--- config.mk ---
export PLATFORM = sky130hd
export DESIGN_NAME = input_debounce_irq
export DESIGN_NICKNAME = d
export VERILOG_FILES = /design/src/rtl/input_debounce_irq.sv
export SDC_FILE = /design/constraint.sdc
export NUM_CORES = 1
export LEC_CHECK = 0
export CAP_MARGIN = 20
export CORE_MARGIN = 2
export CORE_UTILIZATION = 35
export CTS_CLUSTER_DIAMETER = 200
export DETAILED_ROUTE_END_ITERATION = 10
export HOLD_SLACK_MARGIN = 0.12
export SLEW_MARGIN = 40
export SYNTH_ARGS = -nofsm -noshare
export SYNTH_HDL_FRONTEND = slang
export SYNTH_SLANG_ARGS = --single-unit
--- constraint.sdc ---
create_clock -name clk_clk -period 6 [get_ports clk_clk]
set_clock_uncertainty 0.2 [all_clocks]
set_input_delay 1.2 -clock clk_clk [delete_from_list [all_inputs] [get_ports clk_clk]]
set_output_delay 1.2 -clock clk_clk [all_outputs]
set_load 0.02 [all_outputs]
--- src/rtl/input_debounce_irq.sv ---
// Board button/switch conditioner: per-bit 2-FF synchroniser plus restart-on-bounce
// debounce, with one-cycle press/release pulses for each key.
module input_debounce_irq #(
    parameter int N_KEY           = 3,
    parameter int N_SW            = 10,
    parameter int DEBOUNCE_CYCLES = 500000,
    parameter int KEY_ACTIVE_LOW  = 1
) (
    input  logic             clk_clk,
    input  logic             reset_reset_n,
    input  logic [N_KEY-1:0] key_raw_i,
    input  logic [N_SW-1:0]  sw_raw_i,
    output logic [N_KEY-1:0] key_o,
    output logic [N_SW-1:0]  sw_o,
    output logic [N_KEY-1:0] key_press_o,
    output logic [N_KEY-1:0] key_release_o
);

    localparam int N  = N_KEY + N_SW;
    // A one-cycle debounce would give a zero-width counter; keep at least one bit.
    localparam int CW = (DEBOUNCE_CYCLES > 1) ? $clog2(DEBOUNCE_CYCLES) : 1;
    localparam logic [CW-1:0]    CNT_MAX  = CW'(DEBOUNCE_CYCLES - 1);
    localparam logic [N_KEY-1:0] KEY_IDLE = (KEY_ACTIVE_LOW != 0) ? '1 : '0;

    logic [N_KEY-1:0] key_s1, key_s2;
    logic [N_SW-1:0]  sw_s1, sw_s2;
    logic [N-1:0]     norm;
    logic [N-1:0]     st;
    logic [N-1:0]     accept;
    logic [CW-1:0]    cnt [N];

    // Keys become active-high here; everything downstream assumes 1 = pressed.
    assign norm = {sw_s2, (KEY_ACTIVE_LOW != 0) ? ~key_s2 : key_s2};

    always_comb begin
        accept = '0;
        for (int i = 0; i < N; i++) begin
            accept[i] = (norm[i] != st[i]) && (cnt[i] == CNT_MAX);
        end
    end

    always_ff @(posedge clk_clk) begin
        if (!reset_reset_n) begin
            key_s1        <= KEY_IDLE;
            key_s2        <= KEY_IDLE;
            sw_s1         <= '0;
            sw_s2         <= '0;
            st            <= '0;
            key_press_o   <= '0;
            key_release_o <= '0;
            for (int i = 0; i < N; i++) begin
                cnt[i] <= '0;
            end
        end else begin
            key_s1 <= key_raw_i;
            key_s2 <= key_s1;
            sw_s1  <= sw_raw_i;
            sw_s2  <= sw_s1;
            for (int i = 0; i < N; i++) begin
                if (norm[i] == st[i]) begin
                    cnt[i] <= '0;
                end else if (accept[i]) begin
                    st[i]  <= norm[i];
                    cnt[i] <= '0;
                end else begin
                    cnt[i] <= cnt[i] + 1'b1;
                end
            end
            // Pulses share the edge on which the stable level flips.
            key_press_o   <= accept[N_KEY-1:0] & norm[N_KEY-1:0];
            key_release_o <= accept[N_KEY-1:0] & ~norm[N_KEY-1:0];
        end
    end

    assign key_o = st[N_KEY-1:0];
    assign sw_o  = st[N-1:N_KEY];

endmodule

==> results.toml <==
[floorplan]
die_area_um2 = 45200
initial_utilization_pct = 35.4
coreArea_um2 = 43100
die_height_um = 213
boundaryPins = 34
fp.dieW_um = 213
rows = 76

[critical_path]
crit_arrival_ps = 1640
critPathTopFamily = "buffers and inverters"
crit_fanout = 3
timing.rr.end = "cnt[0][107]"
r2r_start = "cnt[0][95]"
endpoint_kind = "primary output"
cp_slowest_stage_delay_ps = 650
start_kind = "flop"
cp.required_ps = 4600
worstPathCellList = "clkdlybuf4s50_1"
critPathSlowestCell = "clkdlybuf4s50_1"
cp.buffers_inverters = 1
reg2reg_depth = 5
rrSetupSlack_ps = 3260
crit_type = "flop to primary output"

[layout]
fin_area_um2 = 18300
layout_common_cells = "edfxtp_1 (247), conb_1 (247), nor2_1 (232)"
fill_cells = 4189
nets = 1765
diodes = 0
multi_input_area_um2 = 7500
layout-drive-gt1-share_pct = 5.22
regArea_um2 = 8320
area_growth_pct = 20.2

[grt]
grt_util_all_layers_pct = 13.2
grt_pass1_wl_mm = 49.6
grt_max_degree = 58
grt_pass1_vias = 10700
grt_antenna_before_repair = 0
grt.overflow.total = 0

[synth]
ys_top_cells_by_area = "edfxtp_1 (49%), xnor2_1 (7.1%), dfxtp_1 (5.9%), nor2_1 (5.7%), xor2_1 (3.8%)"
synth-edff-count = 247
ys.flop_type = "edfxtp_1"
syn_area_per_cell_um2 = 10.5
synthArstFlopShare_pct = 0
yosysWarnings = 0
synth-seq-cells = 292
synth.top_cell.area_share_pct = 48.6
synth_cell_types = 55
synth_area_um2 = 15200
synth_area_leader_cell = "edfxtp_1"
synth_seq_area_share_pct = 54.6
synthCells = 1450

[timing]
period_share_pct = 50.7
setup_tns_ps = 0
hold_viol = 0
worstMarginPinSlew_ps = 753
rsz0062_at_grt = "false"
slew_violations = 0
slew_headroom_pct = 49.8
fmax_ghz = 0.329
setup_viol = 0
fin_crit_ps = 3040

[power]
p_per_area_nw_per_um2 = 259
intPower_uw = 3720
pwr-share-clk_pct = 46.4
p_switching_uw = 1030
switching_share_pct = 21.7
pwr-share-comb_pct = 3.6
ir_worst_vdd_uv = 225
sequentialPowerShare_pct = 49.9
leakagePower_uw = 0.00610

[cts]
clock_latency_ps = 540
cts_resized = 0
path_clk_slew_ps = 60
htree_num_levels = 2
cts_max_path_buffers = 3
cts_root_buffer = "clkbuf_16"
holdBufCountCts = 0
cts_buffers = 36
cts_num_sinks = 292
cts_tree = "yes"
postCtsSetupBuffers = 0

[outcome]
status = "finished clean"

[detailed_routing]
vias = 11000
ant_nets = 0
wl_per_cell_um = 12.1
routed_via_density = 4.68
drc = 0
firstDrtPassIters = 5
routed_wl_mm = 28.4
drt_iter0_drc = 443

[placement]
place.gp.congestion = 0.817
place_area_um2 = 17100
io_buffers = 33
place_hpwl_mm = 19.8

[job]
maxCapViolations = 0

[hold_path]
min_from = "key_s1[0]"
hold_depth = 1
whs_endpoint = "key_s2[0]"
hold_path_class = "flop to flop"
metal layers:
metal	up-vias	GRT usage, %	routed length [um]
met1	5152	17.5	13600
met3	51	2.49	1140
li1	5669	-	-
met2	130	21.3	13000
met5	-	0	0
met4	0	5.28	731
power groups by stage:
stage                     combinational (uW)  sequential, uW  clock, uW
after global routing                     202            2390       2350
final                                    172            2370       2210
after CTS                                170            2370       2290
after floorplan                          146            2380          0
after detailed placement                 168            2420          0
after global placement                   167            2410          0
synthesized netlist by cell type (24+ instances only):
cell / instances
xnor2_1: 124
inv_1: 49
or4_1: 24
nor2_1: 232
dfxtp_1: 45
o21ai_0: 24
nand4_1: 73
edfxtp_1: 247
nand3_1: 82
nor4_1: 54
a21oi_1: 44
nor3_1: 48
or3_1: 31
xor2_1: 67
nand2_1: 89
and2_1: 25
state kept, by name, summed over array words and instances, names as in the netlist:
register       cells
key_release_o      3
key_s1             3
cnt              247
key_press_o        3
sw_s1             10
st                13
key_s2             3
sw_s2             10
area by class of cell:
class,count,area share (%)
tap,585,3.99
timing repair buffer,38,1.98
sequential,292,45.4
clock buffer,59,6.33
multi-input combinational,1319,40.9
clock inverter,6,0.382
inverter,50,1.02
cell families (layout without fill, tap and decap cells):
group | after synthesis | in the layout | share of synthesized area, %
AND/OR/NAND/NOR | 749 | 749 | 25.7
buffers and inverters | 85 | 153 | 2.41
AO/OA/AOI/OAI | 110 | 110 | 4.66
XOR/XNOR | 191 | 191 | 11.0
adder cells (fa/ha/maj) | 13 | 13 | 1.07
flip-flops | 292 | 292 | 54.6
other | 1 | 247 | 0.0246
multiplexers | 9 | 9 | 0.591
per-stage QoR:
| step | utilization (%) | instances | power (uW) | setup WS [ps] | hold slack (ps) |
|---|---|---|---|---|---|
| finish | 42.6 | 2349 | 4760 | 2960 | 223 |
| global route | 42.6 | 2349 | 4940 | 2890 | 240 |
| CTS | 42.6 | 2349 | 4840 | 2920 | 225 |
| detailed placement | 39.7 | 2284 | 2580 | 2590 | 210 |
| global placement | 39.7 | 2284 | 2580 | 2620 | 206 |
| floorplan | - | 1696 | 2530 | 3420 | 186 |
worst max path at each step:
stage,startpoint,endpoint,slack (ps),depth (start not counted)
after floorplan,reset_reset_n,cnt[0][10],3420,5
after detailed placement,reset_reset_n,cnt[1][34],2590,6
final,st[9],sw_o[6],2960,1
after global routing,st[9],sw_o[6],2890,1
after CTS,st[9],sw_o[6],2920,1
after global placement,reset_reset_n,cnt[1][34],2620,6
Power figures use the tool's default switching activity.
